==> config.mk <==
export PLATFORM = sky130hd
export DESIGN_NAME = mem_access_stage_flat
export DESIGN_NICKNAME = d
export VERILOG_FILES = /design/src/rtl/mem_access_stage_if.sv /design/src/rtl/mem_access_stage.sv /design/src/flat_wrapper.sv
export SDC_FILE = /design/constraint.sdc
export NUM_CORES = 1
export LEC_CHECK = 0
export CAP_MARGIN = 25
export CELL_PAD_IN_SITES_DETAIL_PLACEMENT = 0
export CELL_PAD_IN_SITES_GLOBAL_PLACEMENT = 1
export CORE_MARGIN = 2
export CORE_UTILIZATION = 33
export DETAILED_ROUTE_END_ITERATION = 10
export HOLD_SLACK_MARGIN = 0.05
export PLACE_DENSITY_LB_ADDON = 0.1
export SLEW_MARGIN = 20
export SYNTH_ARGS = -nofsm -noshare
export SYNTH_HDL_FRONTEND = slang
export SYNTH_SLANG_ARGS = --single-unit
==> constraint.sdc <==
create_clock -name clk -period 4.5 [get_ports clk]
set_input_delay 0.9 -clock clk [delete_from_list [all_inputs] [get_ports clk]]
set_output_delay 0.9 -clock clk [all_outputs]
set_load 0.005 [all_outputs]
==> src/rtl/mem_access_stage_if.sv <==
// Near-memory data port: valid/ready request channel plus a read-response channel.
// The pipeline's MEM stage is the master; the memory side is the slave.
interface mem_access_stage_if;
  logic        req_valid;
  logic        req_ready;
  logic        req_we;
  logic [31:0] req_addr;
  logic [31:0] req_wdata;
  logic [3:0]  req_be;
  logic        resp_valid;
  logic [31:0] resp_rdata;

  modport master (
    output req_valid, req_we, req_addr, req_wdata, req_be,
    input  req_ready, resp_valid, resp_rdata
  );

  modport slave (
    input  req_valid, req_we, req_addr, req_wdata, req_be,
    output req_ready, resp_valid, resp_rdata
  );
endinterface

==> src/rtl/mem_access_stage.sv <==
// MEM stage: performs loads/stores over the near-memory port and emits bubbles
// to MEM/WB while the access is in flight, since MEM/WB cannot be stalled.
module mem_access_stage #(
  parameter int          TIMEOUT_CYCLES = 255,
  parameter logic [31:0] ERR_DATA       = 32'hDEAD_BEEF
) (
  input  logic                clk,
  input  logic                reset,
  input  logic [31:0]         alu_in,
  input  logic [31:0]         store_data,
  input  logic [4:0]          reg_dst,
  input  logic                mem_read,
  input  logic                mem_store,
  input  logic                alu_write,
  input  logic [1:0]          size,
  input  logic                is_unsigned,
  output logic                stall_o,
  mem_access_stage_if.master  mem,
  output logic [31:0]         alu_o,
  output logic [31:0]         lmd_o,
  output logic [4:0]          reg_dst_o,
  output logic                mem_write_o,
  output logic                alu_write_o,
  output logic                err_o
);

  localparam int CW = $clog2(TIMEOUT_CYCLES + 1);

  typedef enum logic [1:0] {IDLE, REQ, WAIT, DONE} state_t;

  state_t          state, state_next;
  logic [31:0]     addr_q, data_q, lmd_q, lmd_next;
  logic [4:0]      rd_q;
  logic [1:0]      size_q;
  logic            store_q, uns_q, err_q, err_next;
  logic [CW-1:0]   cnt_q, cnt_next, cnt_inc;
  logic            is_op, aligned_in, expired, in_req;
  logic [31:0]     shifted, load_ext;
  logic [3:0]      be;
  logic [31:0]     wdata;

  always_ff @(posedge clk or posedge reset) begin
    if (reset) begin
      state   <= IDLE;
      addr_q  <= '0;
      data_q  <= '0;
      rd_q    <= '0;
      size_q  <= '0;
      store_q <= 1'b0;
      uns_q   <= 1'b0;
      err_q   <= 1'b0;
      cnt_q   <= '0;
      lmd_q   <= '0;
    end else begin
      state <= state_next;
      cnt_q <= cnt_next;
      lmd_q <= lmd_next;
      err_q <= err_next;
      if (state == IDLE && is_op) begin
        addr_q  <= alu_in;
        data_q  <= store_data;
        rd_q    <= reg_dst;
        size_q  <= size;
        store_q <= mem_store;
        uns_q   <= is_unsigned;
      end
    end
  end

  // The timeout counter saturates so a late expiry in WAIT still fires after an
  // acceptance that landed exactly on the expiry cycle.
  always_comb begin
    is_op   = mem_read | mem_store;
    cnt_inc = (cnt_q == CW'(TIMEOUT_CYCLES)) ? cnt_q : cnt_q + 1'b1;
    expired = (cnt_q >= CW'(TIMEOUT_CYCLES - 1));
    case (size)
      2'b00:   aligned_in = 1'b1;
      2'b01:   aligned_in = ~alu_in[0];
      default: aligned_in = (alu_in[1:0] == 2'b00);
    endcase

    shifted = mem.resp_rdata >> {addr_q[1:0], 3'b000};
    case (size_q)
      2'b00:   load_ext = {{24{~uns_q & shifted[7]}}, shifted[7:0]};
      2'b01:   load_ext = {{16{~uns_q & shifted[15]}}, shifted[15:0]};
      default: load_ext = shifted;
    endcase

    state_next = state;
    cnt_next   = cnt_q;
    lmd_next   = lmd_q;
    err_next   = err_q;
    case (state)
      IDLE: begin
        if (is_op) begin
          cnt_next = '0;
          if (aligned_in) begin
            state_next = REQ;
            err_next   = 1'b0;
          end else begin
            state_next = DONE;
            err_next   = 1'b1;
            lmd_next   = ERR_DATA;
          end
        end
      end
      REQ: begin
        cnt_next = cnt_inc;
        if (mem.req_ready) begin
          state_next = store_q ? DONE : WAIT;
        end else if (expired) begin
          state_next = DONE;
          err_next   = 1'b1;
          lmd_next   = ERR_DATA;
        end
      end
      WAIT: begin
        cnt_next = cnt_inc;
        if (mem.resp_valid) begin
          state_next = DONE;
          lmd_next   = load_ext;
        end else if (expired) begin
          state_next = DONE;
          err_next   = 1'b1;
          lmd_next   = ERR_DATA;
        end
      end
      default: begin
        state_next = IDLE;
        err_next   = 1'b0;
      end
    endcase
  end

  always_comb begin
    in_req = (state == REQ);
    case (size_q)
      2'b00: begin
        be    = 4'b0001 << addr_q[1:0];
        wdata = {4{data_q[7:0]}};
      end
      2'b01: begin
        be    = 4'b0011 << addr_q[1:0];
        wdata = {2{data_q[15:0]}};
      end
      default: begin
        be    = 4'b1111;
        wdata = data_q;
      end
    endcase
    mem.req_valid = in_req;
    mem.req_we    = in_req & store_q;
    mem.req_addr  = in_req ? {addr_q[31:2], 2'b00} : '0;
    mem.req_be    = in_req ? be : '0;
    mem.req_wdata = in_req ? wdata : '0;
  end

  // Writeback outputs: pass-through for ALU ops, bubbles while busy, result in DONE.
  always_comb begin
    stall_o     = 1'b0;
    alu_o       = '0;
    reg_dst_o   = '0;
    alu_write_o = 1'b0;
    mem_write_o = 1'b0;
    err_o       = 1'b0;
    lmd_o       = lmd_q;
    case (state)
      IDLE: begin
        if (is_op) begin
          stall_o = 1'b1;
        end else begin
          alu_o       = alu_in;
          reg_dst_o   = reg_dst;
          alu_write_o = alu_write;
        end
      end
      REQ, WAIT: stall_o = 1'b1;
      default: begin
        alu_o       = addr_q;
        reg_dst_o   = rd_q;
        mem_write_o = ~store_q & ~err_q;
        err_o       = err_q;
      end
    endcase
  end

endmodule

==> src/flat_wrapper.sv <==
// flat-port wrapper written by rule: the top's interface ports become plain ports
module mem_access_stage_flat 
#(
  parameter int          TIMEOUT_CYCLES = 255,
  parameter logic [31:0] ERR_DATA       = 32'hDEAD_BEEF
)
  (clk, reset, alu_in, store_data, reg_dst, mem_read, mem_store, alu_write, size, is_unsigned, stall_o, alu_o, lmd_o, reg_dst_o, mem_write_o, alu_write_o, err_o, mem_req_valid, mem_req_we, mem_req_addr, mem_req_wdata, mem_req_be, mem_req_ready, mem_resp_valid, mem_resp_rdata);
  mem_access_stage_if mem_i ();
  input  logic clk;
  input  logic reset;
  input  logic [31:0] alu_in;
  input  logic [31:0] store_data;
  input  logic [4:0] reg_dst;
  input  logic mem_read;
  input  logic mem_store;
  input  logic alu_write;
  input  logic [1:0] size;
  input  logic is_unsigned;
  output logic stall_o;
  output logic [31:0] alu_o;
  output logic [31:0] lmd_o;
  output logic [4:0] reg_dst_o;
  output logic mem_write_o;
  output logic alu_write_o;
  output logic err_o;
  output wire logic [$bits(mem_i.req_valid)-1:0] mem_req_valid;
  output wire logic [$bits(mem_i.req_we)-1:0] mem_req_we;
  output wire logic [$bits(mem_i.req_addr)-1:0] mem_req_addr;
  output wire logic [$bits(mem_i.req_wdata)-1:0] mem_req_wdata;
  output wire logic [$bits(mem_i.req_be)-1:0] mem_req_be;
  input wire logic [$bits(mem_i.req_ready)-1:0] mem_req_ready;
  input wire logic [$bits(mem_i.resp_valid)-1:0] mem_resp_valid;
  input wire logic [$bits(mem_i.resp_rdata)-1:0] mem_resp_rdata;
  assign mem_req_valid = mem_i.req_valid;
  assign mem_req_we = mem_i.req_we;
  assign mem_req_addr = mem_i.req_addr;
  assign mem_req_wdata = mem_i.req_wdata;
  assign mem_req_be = mem_i.req_be;
  assign mem_i.req_ready = mem_req_ready;
  assign mem_i.resp_valid = mem_resp_valid;
  assign mem_i.resp_rdata = mem_resp_rdata;
  mem_access_stage #(.TIMEOUT_CYCLES(TIMEOUT_CYCLES), .ERR_DATA(ERR_DATA)) u_core (.clk(clk), .reset(reset), .alu_in(alu_in), .store_data(store_data), .reg_dst(reg_dst), .mem_read(mem_read), .mem_store(mem_store), .alu_write(alu_write), .size(size), .is_unsigned(is_unsigned), .stall_o(stall_o), .mem(mem_i), .alu_o(alu_o), .lmd_o(lmd_o), .reg_dst_o(reg_dst_o), .mem_write_o(mem_write_o), .alu_write_o(alu_write_o), .err_o(err_o));
endmodule
==> impl_metrics.env, run 1 <==
export IMPL_critPathCaptureType="output pin"
export IMPL_power_density_nw_per_um2=719
export IMPL_min_path_type="register to register"
export IMPL_antenna_found_initial=0
export IMPL_synthCells=777
export IMPL_syn_area_um2=7090
export IMPL_hold_viol=0
export IMPL_p_sw_w=0.00284
export IMPL_final_period_utilization=0.841
export IMPL_crit_chain="clkdlybuf4s50_1 > nor3b_4 > buf_12 > nand2_1 > o21ai_0 > clkdlybuf4s50_1"
export IMPL_synth_top_area_share=0.410
export IMPL_grt_max_degree=75
export IMPL_min_from="u_core.lmd_o[14]$_DFFE_PP0P_"
export IMPL_clk_pin_slew_ps=60
export IMPL_p_int_w=0.00466
export IMPL_vias=6425
export IMPL_die_w_um=151
export IMPL_p_seq_frac=0.260
export IMPL_via_per_inst=5.00
export IMPL_cts_tree="yes"
export IMPL_dr_pass1_iters=5
export IMPL_ys_seq_area_frac=0.410
export IMPL_postCtsSetupBuffers=0
export IMPL_initial_core_util=0.337
export IMPL_routabilityCongestion=0.758
export IMPL_min_path_cells=2
export IMPL_syn_to_final_growth_pct=47.3
export IMPL_rows=53
export IMPL_first_global_vias=6461
export IMPL_critical_path_top_delay_family="buffers and inverters"
export IMPL_cp_max_fo=42
export IMPL_cts_sinks=116
export IMPL_setup_tns_ps=0
export IMPL_dpl_hpwl_um=16900
export IMPL_cts_buffers=17
export IMPL_num_nets_final=1113
export IMPL_drt_iter0_markers=304
export IMPL_outcome="completed"
export IMPL_synth_edf_count=0
export IMPL_drt_wl_total_um=24100
export IMPL_ios=254
export IMPL_reg2reg_slack_ps=1760
export IMPL_ctsHoldBuffers=0
export IMPL_clockBufferDepth=2
export IMPL_ctsResizeCount=0
export IMPL_rr_endpoint="u_core.lmd_o[26]$_DFFE_PP0P_"
export IMPL_worst_pin_slew_ps=1050
export IMPL_synth_largest_area_cell="dfrtp_1"
export IMPL_grt_pass1_wl_um=37000
export IMPL_skew_ps=9.29
export IMPL_critPathRequiredTime_ps=3600
export IMPL_power_clock_fraction=0.199
export IMPL_rsz0062_at_grt="no"
export IMPL_slew_viol_final=0
export IMPL_ys_flop_type="dfrtp_1"
export IMPL_synth_async_reset_ratio=1.00
export IMPL_crit_path_max_incr_delay_ps=580
export IMPL_wire_per_inst_um=18.8
export IMPL_fmax_ghz=0.264
export IMPL_grt_ovfl_total=0
export IMPL_final_fill_count=1987
export IMPL_postRouteAntennaNets=0
export IMPL_grt_usage=0.214
export IMPL_slowest_stage="clkdlybuf4s50_1"
export IMPL_finalCriticalPeriod_ps=3780
export IMPL_timing_rr_start="u_core.state[1]$_DFFE_PP0N_"
export IMPL_htreeDepth=4
export IMPL_ys_ff_latch=116
export IMPL_max_slew_margin_rel=0.297
export IMPL_numPortBuffers=251
export IMPL_hold_end="u_core.lmd_o[14]$_DFFE_PP0P_"
export IMPL_setup_viol=0
export IMPL_crit_buf_inv=3
export IMPL_p_leak_nw=4.21
export IMPL_die_h_um=151
export IMPL_ys_top_cells_by_area="dfrtp_1 41%, mux2_2 12%, nand2_1 6.6%"
export IMPL_die_area_um2=22700
export IMPL_drv_cap=0
export IMPL_core_area_um2=21000
export IMPL_insertion_delay_ps=420
export IMPL_crit_top_cell="clkdlybuf4s50_1"
export IMPL_n_antenna_cell=0
export IMPL_r2r_cells=7
export IMPL_cts_root_buf="clkbuf_16"
export IMPL_netlist_top_cells_count="124 x nand2_1, 116 x dfrtp_1, 75 x mux2_2"
export IMPL_comb_power_share=0.541
export IMPL_synth_most_common_cell="nand2_1"
export IMPL_drive_gt1_frac=0.132
export IMPL_postSynthAreaPerCell_um2=9.12
export IMPL_ir_worst_vdd_uv=302
export IMPL_route_detailed_drc=0
export IMPL_total_power_w=0.00750
export IMPL_critPathArrivalTime_ps=2880
export IMPL_start_kind="input pin"
export IMPL_yosysWarnings=0
export IMPL_p_sw_frac=0.379
export IMPL_ys_types=59
export IMPL_setup_worst_path_class="input pin to output pin"
==> how the worst max path moves through the flow <==
| stage | start | to | cells after the start |
|---|---|---|---|
| after global routing | u_core.state[1]$_DFFE_PP0N_ | alu_o[6] | 5 |
| after detailed placement | mem_store | alu_o[25] | 6 |
| after CTS | u_core.state[1]$_DFFE_PP0N_ | mem_req_wdata[12] | 5 |
| after global placement | mem_store | alu_o[25] | 6 |
| after floorplan | reset | u_core.addr_q[0]$_DFFE_PP0P_ | 1 |
| final | mem_store | alu_o[25] | 6 |
==> flip-flops by register name, indices dropped and copies added, names as in the netlist <==
name and count:
u_core.addr_q 32, u_core.store_q 1, u_core.data_q 32, u_core.cnt_q 8
u_core.uns_q 1, u_core.rd_q 5, u_core.err_q 1, u_core.state 2
u_core.lmd_o 32, u_core.size_q 2
==> cell families (layout without fill, tap and decap cells) <==
| family | count (synthesis) | count (layout) | synth area share |
|---|---|---|---|
| other cells | 1 | 2 | 0.000529 |
| simple gates | 285 | 285 | 0.191 |
| compound gates | 177 | 177 | 0.161 |
| mux | 109 | 109 | 0.170 |
| fa+ha+maj | 6 | 6 | 0.0106 |
| flops | 116 | 116 | 0.410 |
| buf+inv | 77 | 308 | 0.0496 |
| xor+xnor | 6 | 6 | 0.00741 |
==> placed cells by master, fill, tap and decap left out, types with 6 or more instances in the layout <==
cell and count:
nor2_1 54, or3_1 7, dfrtp_1 116, buf_4 11, mux2i_1 32, clkbuf_16 17
o31a_1 6, and2_1 52, a221oi_1 8, a21boi_0 9, nor2b_1 14, mux2_2 75
o21ai_0 67, inv_1 11, a21o_1 8, clkdlybuf4s50_1 251, nand2b_1 9, o21a_1 9
o22a_1 8, nand2_1 124, a21oi_1 32
==> worst register-to-register path: stages (launching register included) <==
cell,delay (ps)
dfrtp_1,400
inv_1,100
ha_2,470
a21o_1,310
a31oi_2,240
nand3_2,450
o31a_1,470
o22a_1,190
==> through the flow <==
stage / std cells / util / instance area, um^2 / hold slack [ps] / setup WS, ps
global route: 1284 / 0.497 / 10400 / 520 / 519
CTS: 1284 / 0.497 / 10400 / 498 / 661
floorplan: 778 / - / 7090 / 473 / 528
detailed placement: 1252 / 0.466 / 9800 / 486 / 711
finish: 1284 / 0.497 / 10400 / 491 / 715
global placement: 1252 / 0.466 / 9800 / 464 / 710
==> routing by layer <==
metal | track usage | up-vias | share of wire
met4 | 0.0552 | 0 | 0.0077
li1 | - | 3122 | -
met2 | 0.333 | 177 | 0.46
met5 | 0 | - | 0
met3 | 0.0739 | 11 | 0.081
met1 | 0.284 | 3115 | 0.45
==> power groups by stage <==
stage                     sequential (W)  clock [W]  combinational [W]
after global placement           0.00196          0            0.00408
after detailed placement         0.00197          0            0.00408
final                            0.00195    0.00150            0.00406
after CTS                        0.00195    0.00153            0.00411
after global routing             0.00203    0.00158            0.00446
after floorplan                  0.00183          0            0.00247
==> area by class of cell <==
type / instances / area (um^2) / share of cell area
Inverter: 12 / 47.5 / 0.00455
Multi-Input combinational cell: 585 / 3870 / 0.371
Sequential cell: 116 / 2900 / 0.278
Clock inverter: 13 / 206 / 0.0198
Tap cell: 275 / 344 / 0.0330
Clock buffer: 19 / 433 / 0.0415
Timing Repair Buffer: 264 / 2640 / 0.252
No activity file was read; power rests on OpenSTA's default activity.
==> run 2: changes to the inputs <==
==> constraint.sdc (replaced) <==
create_clock -name clk -period 3.5 [get_ports clk]
set_input_delay 0.7 -clock clk [delete_from_list [all_inputs] [get_ports clk]]
set_output_delay 0.7 -clock clk [all_outputs]
set_load 0.005 [all_outputs]
==> run 2 against run 1 <==
  * Largest power group unchanged
  * Clock skew rose by 2.6 ps
  * First-iteration DRC count is 0.33% lower
  * Sequential cell count stayed put
  * Largest cell class unchanged
==> impl_metrics.env, run 2 (same netlist as run 1, synthesis figures left out) <==
export IMPL_first_global_vias=6727
export IMPL_die_h_um=151
export IMPL_drv_cap=0
export IMPL_grt_max_degree=117
export IMPL_slew_viol_final=0
export IMPL_critical_path_top_delay_family="buffers and inverters"
export IMPL_cts_sinks=116
export IMPL_setup_ws_ps=219
export IMPL_cp_startpoint="mem_store"
export IMPL_drt_wl_total_um=23800
export IMPL_drt_iter0_markers=303
export IMPL_die_area_um2=22700
export IMPL_die_w_um=151
export IMPL_ctsHoldBuffers=0
export IMPL_grt_ovfl_total=0
export IMPL_setup_viol=0
export IMPL_postRouteAntennaNets=0
export IMPL_max_slew_margin_rel=0.539
export IMPL_ios=254
export IMPL_critPathArrivalTime_ps=2580
export IMPL_power_density_nw_per_um2=928
export IMPL_crit_path_max_incr_delay_ps=560
export IMPL_hold_end="u_core.lmd_o[8]$_DFFE_PP0P_"
export IMPL_core_area_um2=21000
export IMPL_syn_to_final_growth_pct=49.8
export IMPL_timing_rr_start="u_core.state[0]$_DFFE_PP0N_"
export IMPL_cts_root_buf="clkbuf_16"
export IMPL_cp_max_fo=42
export IMPL_start_kind="input pin"
export IMPL_via_per_inst=4.94
export IMPL_setup_worst_path_class="input pin to output pin"
export IMPL_rsz0062_at_grt="no"
export IMPL_worst_pin_slew_ps=689
export IMPL_min_path_type="register to register"
export IMPL_clk_pin_slew_ps=50
export IMPL_htreeDepth=4
export IMPL_dp_slack_ps=247
export IMPL_slowest_stage="clkdlybuf4s50_1"
export IMPL_vias=6412
export IMPL_postCtsSetupBuffers=0
export IMPL_rows=53
export IMPL_grt_usage=0.215
export IMPL_num_nets_final=1126
export IMPL_routabilityCongestion=0.768
export IMPL_hold_viol=0
export IMPL_outcome="completed"
export IMPL_dr_pass1_iters=4
export IMPL_ir_worst_vdd_uv=429
export IMPL_antenna_found_initial=0
export IMPL_crit_top_cell="clkdlybuf4s50_1"
export IMPL_finalCriticalPeriod_ps=3280
export IMPL_setup_tns_ps=0
export IMPL_ctsResizeCount=0
export IMPL_numPortBuffers=251
export IMPL_fmax_ghz=0.305
export IMPL_cp_depth=6
export IMPL_insertion_delay_ps=420
export IMPL_mostFrequentLayoutCells="251 x clkdlybuf4s50_1, 124 x nand2_1, 116 x dfrtp_1, 75 x mux2_2, 67 x o21ai_0"
export IMPL_cts_buffers=17
export IMPL_skew_ps=11.9
export IMPL_reg2reg_slack_ps=930
export IMPL_dpl_hpwl_um=16600
export IMPL_min_from="u_core.lmd_o[8]$_DFFE_PP0P_"
export IMPL_rr_endpoint="u_core.lmd_o[29]$_DFFE_PP0P_"
export IMPL_drive_gt1_frac=0.145
export IMPL_crit_chain="clkdlybuf4s50_1 > nor3b_4 > buf_12 > nand2_1 > o21ai_0 > clkdlybuf4s50_1"
export IMPL_route_detailed_drc=0
export IMPL_final_period_utilization=0.938
export IMPL_r2r_cells=6
export IMPL_critPathCaptureType="output pin"
export IMPL_cts_tree="yes"
export IMPL_critPathRequiredTime_ps=2800
export IMPL_wire_per_inst_um=18.3
export IMPL_p_leak_nw=4.30
export IMPL_initial_core_util=0.337
export IMPL_layout_commonest_cell="clkdlybuf4s50_1"
export IMPL_clockBufferDepth=2
export IMPL_min_path_cells=2
export IMPL_n_antenna_cell=0
export IMPL_grt_pass1_wl_um=37300
export IMPL_crit_buf_inv=3
-- run 2: how the worst max path moves through the flow --
stage | end | slack, ps
after floorplan | alu_o[14] | 1210
after global placement | alu_o[23] | 230
after detailed placement | alu_o[9] | 250
after CTS | alu_o[9] | 190
after global routing | alu_o[7] | 80
final | alu_o[16] | 220
-- run 2: routing by layer --
layer / global-route usage / vias to the layer above / part of all wire / wire, um
li1: - / 3151 / - / -
met1: 0.278 / 3024 / 0.44 / 10400
met2: 0.335 / 216 / 0.46 / 11000
met3: 0.0752 / 21 / 0.087 / 2060
met4: 0.0703 / 0 / 0.015 / 361
met5: 0 / - / 0 / 0
-- run 2: cell type report --
class	instances	area [um^2]
clock buffer	17	425
fill	1978	10400
multi-input combinational	585	3870
inverter	12	48.8
timing repair buffer	277	2770
tap	275	344
clock inverter	15	253
sequential	116	2900
-- run 2: power breakdown --
group,internal (W),total (W),leakage (nW),switching [W]
registers,0.00200,0.00254,1.38,0.000545
clock network,0.00134,0.00204,0.324,0.000693
logic,0.00283,0.00528,2.60,0.00245
-- run 2: worst reg2reg max path, delay by kind of cell, from the launching register on --
kind	cells	cell delay, ps
and+or+nand+nor	2	950
AOI/OAI and AO/OA	3	730
DFF	1	420
adders and majority gates	1	390
-- run 2: per-stage QoR --
| step | hold WS [ps] | total power, W | area, um^2 | instances | utilization |
|---|---|---|---|---|---|
| 3_3_place_gp | 465 | 0.00786 | 9940 | 1265 | 0.473 |
| 6_report | 485 | 0.00986 | 10600 | 1297 | 0.505 |
| 2_1_floorplan | 473 | 0.00553 | 7100 | 778 | - |
| 4_1_cts | 490 | 0.00999 | 10600 | 1297 | 0.505 |
| 5_1_grt | 522 | 0.0106 | 10600 | 1297 | 0.505 |
| 3_5_place_dp | 477 | 0.00787 | 9940 | 1265 | 0.473 |
==> RTL edit (config.mk and constraints of run 2) <==
Encoding of `state_t`: now one-hot (4 bits for 4 states).
--- a/src/rtl/mem_access_stage.sv
+++ b/src/rtl/mem_access_stage.sv
@@ -28,3 +28,3 @@
 
-  typedef enum logic [1:0] {IDLE, REQ, WAIT, DONE} state_t;
+  typedef enum logic [3:0] {IDLE = 4'b0001, REQ = 4'b0010, WAIT = 4'b0100, DONE = 4'b1000} state_t;
 
Check against the original RTL: no difference found for any inputs over 4 cycles, from zero or initial values and one cycle with reset high; so few cycles prove little.
==> RTL edit against run 2 <==
- worst hold slack about the same
- highest routed layer unchanged
- worst setup slack worse by 140 ps
- wire length down 6.2%
- power shrank 9.6%
- critical path depth shrank 1
- sequential cell count increased by 2
- final area fell by 5.9%
- synthesized area shrank 7.5%
==> RTL edit: results <==
{
  "ys_seq_area_frac": 0.451,
  "tightest_slew_ps": 895,
  "dp_hpwl_um": 15600,
  "power.leakage_nw": 3.97,
  "synth_compound_area_frac": 0.176,
  "crit_arrival_ps": 2720,
  "root_buffer": "clkbuf_16",
  "clk_path_buf_depth": 2,
  "hold_path.class": "reg -> reg",
  "r2r_slack_ps": 770,
  "ys.flop_type": "dfrtp_1",
  "synth_adder_area_share": 0.00382,
  "ff2ff_path_depth": 7,
  "ys_types": 56,
  "min_from": "u_core.data_q[30]$_DFFE_PP0P_",
  "crit_path_max_incr_delay_ps": 580,
  "grt_usage": 0.214,
  "clk_pin_slew_ps": 60,
  "reg2reg_to": "u_core.lmd_o[21]$_DFFE_PP0P_",
  "min_to": "u_core.data_q[30]$_DFFE_PP0P_",
  "synth_xor_area_frac": 0.00935,
  "antenna_found_initial": 0,
  "place_congestion": 0.804,
  "diodes": 0,
  "synth.area.mux_share": 0.192,
  "grt_pass1_vias": 6181,
  "ir_drop_v": 0.000463,
  "grt_pass1_wl_um": 35400,
  "drt_iter0_drc": 309,
  "reg2reg_from": "u_core.state[1]$_DFFE_PP0N_",
  "setup_tns_ps": 0,
  "routedWlPerCell_um": 19.4,
  "synth_async_sr_flop_share": 1.00,
  "fin_worst_skew_ps": 7.63,
  "synth_top_cells_by_count": "117 x dfrtp_1, 71 x mux2_2, 47 x nor2_1",
  "holdPathStages": 1,
  "finalNetCount": 987,
  "routed_via_density": 5.16,
  "status": "finished, final reports clean",
  "first_pass_iters": 5,
  "grt_max_degree": 119,
  "post_cts_resized": 0,
  "netlist_top_cells_area": "dfrtp_1 45%, mux2_2 12%, mux2i_1 5.5%, a22o_1 5.1%, and2_1 3.9%",
  "drive_gt1_frac": 0.152,
  "critPathMaxFanout": 37,
  "cp_slowest_cell": "dfstp_2"
}
## RTL edit: cell families after synthesis
kind of cell	after synthesis
other cells	1
xor+xnor	7
simple gates	169
flops	118
fa+ha+maj	2
mux	116
compound gates	163
buf+inv	55
## RTL edit: final cells by class
type,instances,area (um^2)
Clock buffer,18,439
Sequential cell,118,2950
Clock inverter,14,176
Inverter,9,37.5
Fill cell,1805,9480
Multi-Input combinational cell,459,3360
Timing Repair Buffer,269,2690
Tap cell,265,332
## RTL edit: critical path: cells and delay by family (launching register included)
kind / cells / cell delay, ps
buf+inv: 2 / 750
simple gates: 2 / 730
flops: 1 / 580
compound gates: 1 / 230
## RTL edit: per-layer routing
metal  vias up  global-route usage  part of all wire
li1       2760                   -                 -
met1      2949               0.269              0.43
met2       219               0.351              0.48
met3        22              0.0730             0.079
met4         0              0.0589             0.011
met5         -                   0                 0
## RTL edit: worst max path at each step
| stage | start | endpoint | cells past startpoint |
|---|---|---|---|
| after global placement | mem_store | alu_o[0] | 5 |
| after detailed placement | mem_read | u_core.lmd_o[23]$_DFFE_PP0P_ | 6 |
| after floorplan | u_core.state[0]$_DFFE_PP1N_ | alu_o[0] | 5 |
| final | u_core.state[0]$_DFFE_PP1N_ | reg_dst_o[2] | 5 |
| after CTS | u_core.state[0]$_DFFE_PP1N_ | alu_o[0] | 5 |
| after global routing | u_core.state[0]$_DFFE_PP1N_ | alu_o[0] | 5 |
## RTL edit: per-stage QoR
step | hold WS (ps) | setup WS (ps) | cell area, um^2 | std cells | utilization
CTS | 487 | 53.7 | 9990 | 1152 | 0.513
floorplan | 458 | 923 | 6560 | 632 | -
global placement | 472 | 385 | 9370 | 1120 | 0.481
finish | 485 | 77.4 | 9990 | 1152 | 0.513
global route | 492 | 14.8 | 9990 | 1152 | 0.513
detailed placement | 475 | 347 | 9370 | 1120 | 0.481
## RTL edit: where the power goes
part | switching [mW] | total (mW) | internal (mW) | leakage (nW)
combinational | 2.14 | 4.74 | 2.60 | 2.33
clock | 0.692 | 1.84 | 1.14 | 0.285
sequential | 0.434 | 2.34 | 1.90 | 1.35
